**src/rtl/uart_pkg.sv**
```systemverilog
// Shared UART definitions: bit-period derivation, 8N1 framing constant, frame FSM encoding.
// Pure declarations; no logic, no latency.
package uart_pkg;

    localparam int DATA_BITS = 8;
    localparam int BIT_CNT_W = 14;
    localparam int GAP_CNT_W = 16;

    typedef enum logic [2:0] {
        ST_IDLE,
        ST_START,
        ST_DATA,
        ST_STOP,
        ST_BREAK
    } rx_state_e;

    // The extra cycle keeps the bit period slightly long rather than short.
    function automatic int clocks_per_bit(input int clock_speed, input int baud_rate);
        return (clock_speed / baud_rate) + 1;
    endfunction

endpackage

```
**src/rtl/uart_rx_byte.sv**
```systemverilog
// 8N1 byte receiver: 2-FF synchronizer, start/data/stop FSM, mid-bit sampling.
// Strobes are combinational in the stop-sample cycle; no backpressure, the line cannot be stalled.
module uart_rx_byte
    import uart_pkg::*;
#(
    parameter int CLOCKS_PER_BIT = 10417
) (
    input  logic       clk,
    input  logic       rst,
    input  logic       rxd_i,
    output logic [7:0] byte_o,
    output logic       byte_valid_o,
    output logic       byte_ferr_o,
    output logic       idle_o
);

    localparam logic [BIT_CNT_W-1:0] CPB_M1  = BIT_CNT_W'(CLOCKS_PER_BIT - 1);
    localparam logic [BIT_CNT_W-1:0] HALF_M1 = BIT_CNT_W'(CLOCKS_PER_BIT / 2 - 1);

    logic                 sync1_q, sync2_q, prev_q;
    rx_state_e            state_q, state_d;
    logic [BIT_CNT_W-1:0] cnt_q, cnt_d;
    logic [2:0]           bits_q, bits_d;
    logic [7:0]           shift_q, shift_d;
    logic                 rx_s;

    assign rx_s = sync2_q;

    always_ff @(posedge clk) begin
        if (rst) begin
            sync1_q <= 1'b1;
            sync2_q <= 1'b1;
            prev_q  <= 1'b1;
            state_q <= ST_IDLE;
            cnt_q   <= '0;
            bits_q  <= '0;
            shift_q <= '0;
        end else begin
            sync1_q <= rxd_i;
            sync2_q <= sync1_q;
            prev_q  <= sync2_q;
            state_q <= state_d;
            cnt_q   <= cnt_d;
            bits_q  <= bits_d;
            shift_q <= shift_d;
        end
    end

    always_comb begin
        state_d      = state_q;
        cnt_d        = cnt_q + 1'b1;
        bits_d       = bits_q;
        shift_d      = shift_q;
        byte_valid_o = 1'b0;
        byte_ferr_o  = 1'b0;
        case (state_q)
            ST_IDLE: begin
                cnt_d  = '0;
                bits_d = '0;
                if (prev_q && !rx_s) begin
                    state_d = ST_START;
                end
            end
            // A start bit that is high again at mid-bit was only a glitch.
            ST_START: begin
                if (cnt_q == HALF_M1) begin
                    cnt_d   = '0;
                    state_d = rx_s ? ST_IDLE : ST_DATA;
                end
            end
            ST_DATA: begin
                if (cnt_q == CPB_M1) begin
                    cnt_d   = '0;
                    shift_d = {rx_s, shift_q[7:1]};
                    bits_d  = bits_q + 1'b1;
                    if (bits_q == 3'(DATA_BITS - 1)) begin
                        state_d = ST_STOP;
                    end
                end
            end
            ST_STOP: begin
                if (cnt_q == CPB_M1) begin
                    cnt_d = '0;
                    if (rx_s) begin
                        byte_valid_o = 1'b1;
                        state_d      = ST_IDLE;
                    end else begin
                        byte_ferr_o = 1'b1;
                        state_d     = ST_BREAK;
                    end
                end
            end
            ST_BREAK: begin
                cnt_d = '0;
                if (rx_s) begin
                    state_d = ST_IDLE;
                end
            end
            default: state_d = ST_IDLE;
        endcase
    end

    assign byte_o = shift_q;
    assign idle_o = (state_q == ST_IDLE);

endmodule

```
**src/rtl/uart_rx16.sv**
```systemverilog
// Assembles two 8N1 frames (low byte first) into a 16-bit word with an inter-frame gap timeout.
// valid/frame_err/gap_err pulse one cycle after the deciding sample; no backpressure.
module uart_rx16
    import uart_pkg::*;
#(
    parameter int CLOCK_SPEED    = 100_000_000,
    parameter int BAUD_RATE      = 9600,
    parameter int CLOCKS_PER_BIT = clocks_per_bit(CLOCK_SPEED, BAUD_RATE),
    parameter int GAP_BITS       = 4
) (
    input  logic        clk,
    input  logic        rst,
    input  logic        rxd,
    output logic [15:0] data,
    output logic        valid,
    output logic        frame_err,
    output logic        gap_err,
    output logic        busy
);

    localparam logic [GAP_CNT_W-1:0] GAP_M1 = GAP_CNT_W'(GAP_BITS * CLOCKS_PER_BIT - 1);

    logic [7:0]           rx_byte;
    logic                 rx_valid, rx_ferr, rx_idle;
    logic                 phase_q, phase_d;
    logic [7:0]           lo_q, lo_d;
    logic [GAP_CNT_W-1:0] gap_q, gap_d;
    logic [15:0]          data_q, data_d;
    logic                 valid_q, valid_d, ferr_q, ferr_d, gerr_q, gerr_d;
    logic                 gap_expire;

    uart_rx_byte #(
        .CLOCKS_PER_BIT(CLOCKS_PER_BIT)
    ) u_rx_byte (
        .clk         (clk),
        .rst         (rst),
        .rxd_i       (rxd),
        .byte_o      (rx_byte),
        .byte_valid_o(rx_valid),
        .byte_ferr_o (rx_ferr),
        .idle_o      (rx_idle)
    );

    always_ff @(posedge clk) begin
        if (rst) begin
            phase_q <= 1'b0;
            lo_q    <= '0;
            gap_q   <= '0;
            data_q  <= '0;
            valid_q <= 1'b0;
            ferr_q  <= 1'b0;
            gerr_q  <= 1'b0;
        end else begin
            phase_q <= phase_d;
            lo_q    <= lo_d;
            gap_q   <= gap_d;
            data_q  <= data_d;
            valid_q <= valid_d;
            ferr_q  <= ferr_d;
            gerr_q  <= gerr_d;
        end
    end

    // Expiry is checked before byte events, so a start edge in the expiry cycle becomes a new low byte.
    always_comb begin
        phase_d    = phase_q;
        lo_d       = lo_q;
        gap_d      = gap_q;
        data_d     = data_q;
        valid_d    = 1'b0;
        ferr_d     = 1'b0;
        gerr_d     = 1'b0;
        gap_expire = phase_q && rx_idle && (gap_q == GAP_M1);
        if (!phase_q) begin
            gap_d = '0;
        end else if (rx_idle) begin
            gap_d = gap_q + 1'b1;
        end
        if (gap_expire) begin
            gerr_d  = 1'b1;
            phase_d = 1'b0;
            lo_d    = '0;
            gap_d   = '0;
        end else if (rx_ferr) begin
            ferr_d  = 1'b1;
            phase_d = 1'b0;
            lo_d    = '0;
        end else if (rx_valid) begin
            if (phase_q) begin
                data_d  = {rx_byte, lo_q};
                valid_d = 1'b1;
                phase_d = 1'b0;
            end else begin
                lo_d    = rx_byte;
                phase_d = 1'b1;
            end
        end
    end

    assign data      = data_q;
    assign valid     = valid_q;
    assign frame_err = ferr_q;
    assign gap_err   = gerr_q;
    assign busy      = !rx_idle || phase_q;

endmodule

```
**config.mk**
```make
export PLATFORM = sky130hd
export DESIGN_NAME = uart_rx16
export DESIGN_NICKNAME = d
export VERILOG_FILES = /design/src/rtl/uart_pkg.sv /design/src/rtl/uart_rx_byte.sv /design/src/rtl/uart_rx16.sv
export SDC_FILE = /design/constraint.sdc
export NUM_CORES = 1
export LEC_CHECK = 0
export CORE_UTILIZATION = 50
export CTS_CLUSTER_DIAMETER = 150
export DETAILED_ROUTE_END_ITERATION = 16
export PLACE_DENSITY = 0.69
export RECOVER_POWER = 50
export SYNTH_ARGS = -nofsm -noshare
export SYNTH_HDL_FRONTEND = slang
export SYNTH_HIERARCHICAL = 1
export SYNTH_SLANG_ARGS = --single-unit
```
**constraint.sdc**
```tcl
create_clock -name clk -period 4.3 [get_ports clk]
set_clock_uncertainty 0.15 [all_clocks]
set_input_delay 0.86 -clock clk [delete_from_list [all_inputs] [get_ports clk]]
set_output_delay 0.86 -clock clk [all_outputs]
set_load 0.05 [all_outputs]
```
## Yosys cells after proc, flatten, opt, wreduce, memory -nomap -nowiden

Cells that the tools add are included.

| word-level totals | value |
|---|---|
| bits in read-only memories | 0 |
| output and inout bits | 20 |
| flip-flop bits (word level) | 75 |
| RAM bits | 0 |
| memories kept | 0 |
| bits in latches | 0 |
| word-level logic and storage cells | 78 |

| cells by class | value |
|---|---|
| shift operators | 0 |
| multiply operators | 0 |
| add/subtract/negate cells | 3 |
| $lt $le $gt $ge | 0 |
| equal/unequal tests | 14 |
| bitwise gates (word level) | 4 |
| div/mod/pow operators | 0 |
| muxes and demuxes | 24 |
| reductions and logical operators | 19 |

Operator list:

| cell | count |
|---|---|
| 14-bit case mux with 3 select lines | 1 |
| 14-bit 2-to-1 mux | 2 |
| 3-bit 2-to-1 mux | 8 |
| 16-bit by 1-bit adder with 16-bit output (second input constant) | 1 |
| 16-bit == test (second input constant) | 1 |
| 3-bit case mux with 5 select lines | 1 |
| 14-bit by 1-bit adder with 14-bit output (second input constant) | 1 |
| 14-bit by 13-bit == test with 1-bit output (second input constant) | 1 |
| 14-bit == test (second input constant) | 1 |
| 2-bit by 1-bit != test with 1-bit output (second input constant) | 6 |
| 1-bit 2-to-1 mux | 10 |
| 3-bit by 2-bit == test with 1-bit output (second input constant) | 2 |
| 3-bit == test (second input constant) | 2 |
| 3-bit case mux with 2 select lines | 1 |
| 2-bit AND reduction | 3 |
| 6-bit AND reduction | 1 |
| 2-bit OR reduction | 3 |
| 3-bit OR reduction | 2 |
| 1-bit NOT | 4 |
| 4-bit AND reduction | 1 |
| 4-bit OR reduction | 1 |
| 3-bit by 1-bit adder with 3-bit output (second input constant) | 1 |
| 3-bit by 1-bit == test with 1-bit output (second input constant) | 1 |
| 1-bit logical AND | 3 |
| 5 further kinds | 6 |

## Logic depth before layout (Yosys ltp)

Gate-level depths: netlist of run 1.

| logic depth | value |
|---|---|
| word-level depth | 5 |
| depth in mapped cells | 11 |

## Hierarchy

The synthesis of run 1 kept the hierarchy.

By module, submodules not included:

| module | cells each | area each (um^2) | instances |
|---|---|---|---|
| uart_rx16 | 207 | 1,814.2 | 1 |
| uart_rx_byte | 173 | 1,512.7 | 1 |

## Worst setup path after synthesis of run 1

No wires, ideal clock.

| path | value |
|---|---|
| kind | register to register |
| start point | register u_rx_byte.state_q[2] |
| end point | register gap_q[15] |
| cell stages (with the launch flop) | 7 |
| library setup time | 0.070 ns |
| arrival | 2.336 ns |
| slack | 1.744 ns |
| required time | 4.080 ns |
| buffers on the path | 1 |
| path through | dfxtp_1 > clkbuf_1 > nor3_1 > and3_4 > or4b_4 > or3_1 > a21oi_1 |

| on the way | value |
|---|---|
| cells in the longest elaborated chain, start to end | 4 |

Ends and longest elaborated chain:

| what | line | RTL |
|---|---|---|
| start: declaration | uart_rx_byte.sv:21 | `rx_state_e state_q, state_d;` |
| start signal: assignment | uart_rx_byte.sv:42 | `state_q <= state_d;` |
| 3-bit logical NOT (*) | uart_rx_byte.sv:104 | `assign idle_o = (state_q == ST_IDLE);` |
| net rx_idle | uart_rx16.sv:24 | `logic rx_valid, rx_ferr, rx_idle;` |
| 1-bit logical AND (2 in a row) | uart_rx16.sv:73 | `gap_expire = phase_q && rx_idle && (gap_q == GAP_M1);` |
| 3-bit OR reduction (no line) | n/a |  |
| end signal: assignment | uart_rx16.sv:56 | `gap_q <= gap_d;` |
| end: declaration | uart_rx16.sv:27 | `logic [GAP_CNT_W-1:0] gap_q, gap_d;` |

Mark *: on every way through the listed nets, which the timed path passes. The rest lies on a longest branch.
A chain may end at the register's enable or synchronous reset.

## Worst setup path after layout of run 1

| path | value |
|---|---|
| start point | register u_rx_byte.state_q[1] |
| end point | output busy |

| on the way | value |
|---|---|
| cells in the longest elaborated chain, start to end | 3 |

Ends and longest elaborated chain:

| what | line | RTL |
|---|---|---|
| 3-bit logical NOT | uart_rx_byte.sv:104 |  |
| net rx_idle | uart_rx16.sv:24 |  |
| 1-bit logical NOT | uart_rx16.sv:104 | `assign busy = !rx_idle \|\| phase_q;` |
| 1-bit logical OR | uart_rx16.sv:104 |  |
| end: declaration | uart_rx16.sv:18 | `output logic busy` |

The timed path passes the listed nets, and every way through them passes these cells.

==> metrics.md, run 1 <==
| Metric | Value |
|---|---|
| Status | complete, no violations |
| Syn Inst Count | 380 |
| Critical path required time | 3290 ps |
| Antenna-violating nets left | 0 |
| 1st-iter DRT viols | roughly 110 |
| Hold Path Depth | 1 |
| R2R cell count | 8 |
| Post-synth EDFFs | 0 |
| Filler cells | 589 |
| Worst Path Buf+Inv | 2 |
| Die height | between 80 and 90 um |
| Overflow after GRT | 0 |
| Hold-critical path endpoint | u_rx_byte/rx_s |
| Pleak | between 1 and 1.5 nW |
| Crit path kind | flop to output port |
| CTS H-tree depth | 3 |
| Ports | 23 |
| Nets | 404 |
| Area of the multi-input gates | around 1700 um^2 |
| Worst Setup End Kind | output port |
| Start point of the worst hold path | u_rx_byte/sync1_q |
| Synth Flop Type | dfxtp_1 |
| Fin Hold WS | about 270 ps |
| # setup viols final | 0 |
| Asr flop ratio synth | 0 |
| Seq cells post-synth | 75 |
| Postcts setup bufs | 0 |
| TritonCTS clock tree | yes |
| Num CTS Buffers | 9 |
| First-pass GRT wire length | ~10 mm |
| Tmin final | 3151 ps |
| WL/cell | around 13 um |
| Synth-to-Final Area Change | 12.97% |
| PortBufs | 22 |
| Core area | ~6400 um^2 |
| Clk buf depth | 2 |
| Gr usage total | 0.1817 |
| Post-route DRC violation count | 0 |
| F_max | about 320 MHz |
| Sequential share of the synthesized area | 0.4513 |
| Slowest cell on the critical path | clkdlybuf4s50_1 |
| Register area | about 1500 um^2 |
| Critical path arrival | between 2000 and 2500 ps |
| Tcrit/Tclk final | 0.7327 |
| Nature of the critical path startpoint | flop |
| Critical R2R Launch | u_rx_byte/cnt_q[3] |
| Vias in the first global route | 2330 |
| Synth Net Count | a little under 400 |
| R2R Setup Slk | ~1400 ps |
| Die ar. | about 7000 um^2 |
| Avg Synthesized Cell Area | around 8.8 um^2 |
| Crit path cell chain | nor3_1 -> buf_4 -> or2b_1 -> clkdlybuf4s50_1 |
| Yosys warnings | 6 |
| Initial Utilization | 0.5210 |
| Slowest cell delay on critical path | just under 800 ps |
| Synth Cell Area | 3327 um^2 |
| Worst-Margin Slew | about 1200 ps |
| Dpl hpwl | roughly 4.1 mm |
| Unrepaired setup endpoints after global routing | no |
| Initial antenna violation count | 0 |
| Drt via density | approximately 5.4 |
| Clock transition at path regs | 80 ps |
| ANT cells | 0 |
| Reg-to-Reg End | data[11] |
| Setup TNS | 0 ps |
| Final WL | about 6 mm |
| Share of cells above drive strength 1 | 0.07731 |
| Final hold violation count | 0 |
| Largest net degree at the start of global routing | 35 |
| CTS sink count | 75 |
| Root buffer cell | clkbuf_8 |
| Pwr Density | roughly 330 nW/um^2 |
| Top cell family by delay on the critical path | buffers and inverters |
| Slew Limit Fails | 0 |
| Max-cap viol count | 0 |
| Critical path peak fanout | 13 |
| Clock latency on the worst-skew pair | 350 ps |
| Routability cong. | slightly above 0.8 |
| Drt pass-1 iters | 4 |
| Hold-fix buffers, CTS | 0 |
| Placement row count | 29 |
| Peak supply drop | between 0.2 and 0.3 mV |
| HP Class | flop to flop |
| Routed vias | 2600 |
| Yosys cell types | slightly above 50 |
| Slew Limit Headroom | 0.1757 |
| Die W | between 80 and 90 um |
| PostCTS Resize Cnt | 0 |
-- cells by family (layout without fill, tap and decap cells) --
kind of cell | Yosys count | in the layout | share of synthesized area
xor+xnor | 23 | 23 | 0.06055
simple gates | 167 | 167 | 0.2685
mux | 18 | 18 | 0.05415
fa+ha+maj | 5 | 5 | 0.01880
compound gates | 64 | 64 | 0.1079
flops | 75 | 75 | 0.4513
buf+inv | 28 | 49 | 0.03874
-- metrics by stage --
| stage | setup WS, ps | power, mW | std cells | instance area, um^2 | utilization |
|---|---|---|---|---|---|
| 3_5_place_dp | 1285 | 0.7398 | 462 | 3572 | 0.5594 |
| 6_report | 1149 | 1.255 | 478 | 3759 | 0.5886 |
| 2_1_floorplan | 1744 | 0.7315 | 380 | 3327 | - |
| 3_3_place_gp | 1332 | 0.7393 | 462 | 3572 | 0.5594 |
| 4_1_cts | 1143 | 1.270 | 478 | 3765 | 0.5895 |
| 5_1_grt | 1050 | 1.296 | 478 | 3759 | 0.5886 |
-- layout by cell type, fill, tap and decap left out, types with 4 or more instances in the layout --
cell	netlist	layout
clkbuf_8	0	9
o21ai_0	17	17
nor2_1	20	20
xor2_1	11	11
nor3_1	5	5
inv_1	7	7
xnor2_1	12	12
and3_1	4	4
clkdlybuf4s50_1	0	7
dlygate4sd3_1	0	15
nand2_1	61	61
nor2b_1	5	5
nand4_1	8	8
mux2i_1	18	18
and2_1	4	4
ha_1	5	5
or3_1	5	5
nand3_1	25	25
a21oi_1	39	39
dfxtp_1	75	75
-- synthesized netlist by cell type, types with 2 or more instances --
library cell | number | area share
a211oi_1 | 2 | 0.0045
a21oi_1 | 39 | 0.059
buf_2 | 4 | 0.0060
and3b_1 | 2 | 0.0053
or3_1 | 5 | 0.0094
nor4_1 | 2 | 0.0038
nor2_1 | 20 | 0.023
ha_1 | 5 | 0.019
inv_1 | 7 | 0.0079
nor4b_1 | 3 | 0.0079
buf_1 | 3 | 0.0034
nand4_1 | 8 | 0.015
o21ai_0 | 17 | 0.026
nor2b_1 | 5 | 0.0094
dfxtp_1 | 75 | 0.45
and2_1 | 4 | 0.0075
xnor2_1 | 12 | 0.032
xor2_1 | 11 | 0.029
and3_1 | 4 | 0.0075
clkbuf_1 | 9 | 0.010
mux2i_1 | 18 | 0.054
nand3_1 | 25 | 0.038
or2_2 | 3 | 0.0056
buf_4 | 3 | 0.0068
nand2_1 | 61 | 0.069
nand2b_1 | 3 | 0.0056
nor3_1 | 5 | 0.0075
nor3b_1 | 2 | 0.0045
-- worst max path at each step --
stage,endpoint,cells past startpoint,startpoint
finish,busy,4,u_rx_byte/state_q[1]
floorplan,gap_q[15],6,u_rx_byte/state_q[2]
global route,busy,4,u_rx_byte/state_q[1]
global placement,lo_q[0],5,rst
detailed placement,lo_q[0],5,rst
CTS,busy,4,u_rx_byte/state_q[1]
-- routing by layer --
layer  track usage  vias to the layer above  share of wire
met1        0.2363                     1207           0.50
met5             0                        -              0
met3       0.04253                       10          0.032
met2        0.2786                       31           0.46
li1              -                     1352              -
met4       0.09861                        0          0.016
-- where the power goes --
part	switching, mW	internal (mW)	total [mW]
sequential	0.00224	0.696	0.698
combinational	0.0167	0.00824	0.0249
clock	0.266	0.265	0.532
total	0.285	0.970	1.25
-- worst register-to-register path: stages (launching register included) --
cell      delay, ps
dfxtp_1         390
nor4b_4         400
and4_1          540
nand3_1         230
nor2_1          240
nand2_1          90
a211oi_2        220
buf_4           310
mux2i_1         240
-- flip-flops by register name, summed over array words and instances, names as in the netlist --
| register | count |
|---|---|
| u_rx_byte/byte_o | 8 |
| data | 16 |
| frame_err | 1 |
| valid | 1 |
| u_rx_byte/cnt_q | 14 |
| u_rx_byte/state_q | 3 |
| u_rx_byte/sync1_q | 1 |
| gap_q | 16 |
| lo_q | 8 |
| u_rx_byte/bits_q | 3 |
| phase_q | 1 |
| u_rx_byte/prev_q | 1 |
| gap_err | 1 |
| u_rx_byte/rx_s | 1 |
-- cell type report --
type / instances / share of cell area
Clock buffer: 9 / 0.03296
Tap cell: 77 / 0.02563
Clock inverter: 7 / 0.01831
Sequential cell: 75 / 0.3995
Timing Repair Buffer: 25 / 0.06458
Multi-Input combinational cell: 277 / 0.4511
Inverter: 8 / 0.007989
(Power assumes the default switching activity.)
==> inputs of run 2 (changes only) <==
--- a/config.mk
+++ b/config.mk
@@ -8,7 +8,7 @@
 export CORE_UTILIZATION = 50
 export CTS_CLUSTER_DIAMETER = 150
 export DETAILED_ROUTE_END_ITERATION = 16
-export PLACE_DENSITY = 0.69
+export PLACE_DENSITY = 0.72
 export RECOVER_POWER = 50
 export SYNTH_ARGS = -nofsm -noshare
 export SYNTH_HDL_FRONTEND = slang
==> constraint.sdc (replaced) <==
create_clock -name clk -period 2.6 [get_ports clk]
set_clock_uncertainty 0.15 [all_clocks]
set_input_delay 0.52 -clock clk [delete_from_list [all_inputs] [get_ports clk]]
set_output_delay 0.52 -clock clk [all_outputs]
set_load 0.05 [all_outputs]
==> run 2 against run 1 <==
Against the previous run:
- die area did not move
- power rose by 61%
- sequential share of layout area fell by 0.34 points
- critical path depth did not move
- design area rose by 0.87%
- utilization rose by 0.51 points
- worst hold slack got worse by 2.7 ps
- sequential power rose by 65%
- register-to-register slack got worse by 1200 ps
- critical endpoint is now u_rx_byte/cnt_q[1]
- largest cell class unchanged
==> metrics.md, run 2 (synthesized netlist as in run 1, its figures left out) <==
| Metric | Value |
|---|---|
| Status | complete, no violations |
| Slew Limit Headroom | 0.5009 (+0.3252) |
| # setup viols final | 0 (unchanged) |
| Slowest cell on the critical path | a31oi_4 |
| Pwr Density | 534.3 nW/um^2 (+60%) |
| Nets | 410 (+1.5%) |
| Worst Path Buf+Inv | 0 (-2) |
| Die ar. | 6984 um^2 (unchanged) |
| CTS sink count | 75 (unchanged) |
| Final WL | 6.338 mm (+5.5%) |
| Final hold violation count | 0 (unchanged) |
| Clock transition at path regs | 80 ps (about the same) |
| Die height | 83.57 um (unchanged) |
| Core area | 6386 um^2 (unchanged) |
| Drt pass-1 iters | 8 (+4) |
| Critical path arrival | 2370 ps (+230 ps) |
| WL/cell | 13.10 um (+4.2%) |
| Pre-CTS WS | 223.4 ps (-1062 ps) |
| Post-route DRC violation count | 0 (unchanged) |
| Placement row count | 29 (unchanged) |
| Unrepaired setup endpoints after global routing | no |
| Placed cell area | 3627 um^2 (+1.5%) |
| Initial Utilization | 0.5210 (unchanged) |
| 1st-iter DRT viols | 104 (-8.8%) |
| Critical R2R Launch | u_rx_byte/cnt_q[3] |
| Critical path required time | 2660 ps (-630 ps) |
| Vias in the first global route | 2444 (+4.9%) |
| Synth-to-Final Area Change | 13.95% |
| Tcrit/Tclk final | 0.8897 |
| Slowest cell delay on critical path | 630 ps (-160 ps) |
| Hold-fix buffers, CTS | 0 (unchanged) |
| F_max | about 430 MHz |
| Nature of the critical path startpoint | flop |
| Gr usage total | 0.1935 (+0.01185) |
| Max-cap viol count | 0 (unchanged) |
| Setup TNS | 0 ps (unchanged) |
| Fin Hold WS | 263.8 ps (-2.716 ps) |
| PortBufs | 22 (unchanged) |
| Crit path cell chain | nor4b_4 -> nand4_1 -> a31oi_4 -> a21boi_0 |
| Dpl hpwl | 4.322 mm (+6.1%) |
| Ports | 23 (unchanged) |
| Start point of the worst hold path | u_rx_byte/sync1_q |
| Num CTS Buffers | 9 (unchanged) |
| Share of cells above drive strength 1 | 0.09337 (+0.01606) |
| Routed vias | 2645 (+1.7%) |
| Top cell family by delay on the critical path | simple AND/OR/NAND/NOR gates |
| First-pass GRT wire length | 11.01 mm (+6.7%) |
| Tmin final | 2313 ps |
| Initial antenna violation count | 0 (unchanged) |
| Antenna-violating nets left | 0 (unchanged) |
| Postcts setup bufs | 0 (unchanged) |
| Largest net degree at the start of global routing | 34 (-2.9%) |
| Crit path from | u_rx_byte/cnt_q[3] |
| ANT cells | 0 (unchanged) |
| Crit path kind | flop to flop |
| PostCTS Resize Cnt | 0 (unchanged) |
| Commonest non-fill, non-tap cells in the layout | 75 x dfxtp_1, 61 x nand2_1, 39 x a21oi_1 |
| Critical path peak fanout | 14 (+1) |
| Clk buf depth | 2 (unchanged) |
| Clock latency on the worst-skew pair | 350 ps (about the same) |
| Worst Setup End Kind | flop |
| CTS H-tree depth | 3 (unchanged) |
| Fin area | 3791 um^2 (+0.87%) |
| Overflow after GRT | 0 (unchanged) |
| Routability cong. | 0.8573 (+6.0%) |
| Final worst slack | 286.7 ps (-862.5 ps) |
| Root buffer cell | clkbuf_8 |
| Slew Limit Fails | 0 (unchanged) |
| Pleak | 1.228 nW (-1.6%) |
| Peak supply drop | 0.4216 mV (+61%) |
| HP Class | flop to flop |
| Fin util | 0.5937 (+0.005094) |
| Worst-Margin Slew | 745.4 ps (-485.6 ps) |
| Most common cell after layout, fill and taps aside | dfxtp_1 |
| TritonCTS clock tree | yes |
| Die W | 83.57 um (unchanged) |
| Drt via density | 5.465 (+0.47%) |
run 2: cell count changes in the layout (fill, tap and decap cells not counted), moves of 3 or more:
cell,previous run,this run
clkinv_2,3,0
buf_4,3,8
dlygate4sd3_1,15,7
clkdlybuf4s50_1,7,14
run 2: report_power, final:
group	leakage, nW	switching, mW	internal, mW	total, mW
sequential	0.605	0.00361	1.15	1.15
clock	0.0851	0.449	0.378	0.828
combinational	0.538	0.0292	0.0144	0.0436
total	1.23	0.482	1.54	2.03
run 2: final cells by class:
type                    count  area, um^2
flip-flops and latches     75        1501
fillers                   584        2595
clock inverters             6       48.80
multi-input cells         277        1682
clock buffers              10       137.6
repair buffers             31       295.3
inverters                   8       30.03
well taps                  77       96.34
run 2: per-stage QoR:
stage | std cells | power [mW]
2_1_floorplan | 380 | 1.210
3_3_place_gp | 468 | 1.225
3_5_place_dp | 468 | 1.226
4_1_cts | 484 | 2.050
5_1_grt | 484 | 2.097
6_report | 484 | 2.026
run 2: routing by layer:
metal  wire (um)  part of all wire  GRT usage
met1        3029              0.48     0.2450
met2        2997              0.47     0.3222
met3         231             0.036    0.04451
met4          79             0.012    0.06934
met5           0                 0          0
run 2: final timing paths:
path / endpoint / slack (ps) / depth (start not counted)
max: u_rx_byte/cnt_q[1] / 290 / 4
min: u_rx_byte/rx_s / 260 / 1
min reg2reg: u_rx_byte/rx_s / 260 / 1
max reg2reg: u_rx_byte/cnt_q[1] / 290 / 4
==> inputs of run 3 (changes only) <==
--- a/config.mk
+++ b/config.mk
@@ -10,6 +10,7 @@
 export DETAILED_ROUTE_END_ITERATION = 16
 export PLACE_DENSITY = 0.72
 export RECOVER_POWER = 50
+export SLEW_MARGIN = 20
 export SYNTH_ARGS = -nofsm -noshare
 export SYNTH_HDL_FRONTEND = slang
 export SYNTH_HIERARCHICAL = 1
==> results of run 3 <==
Same layout as run 2: the final DEF is identical, and so are final timing and power.
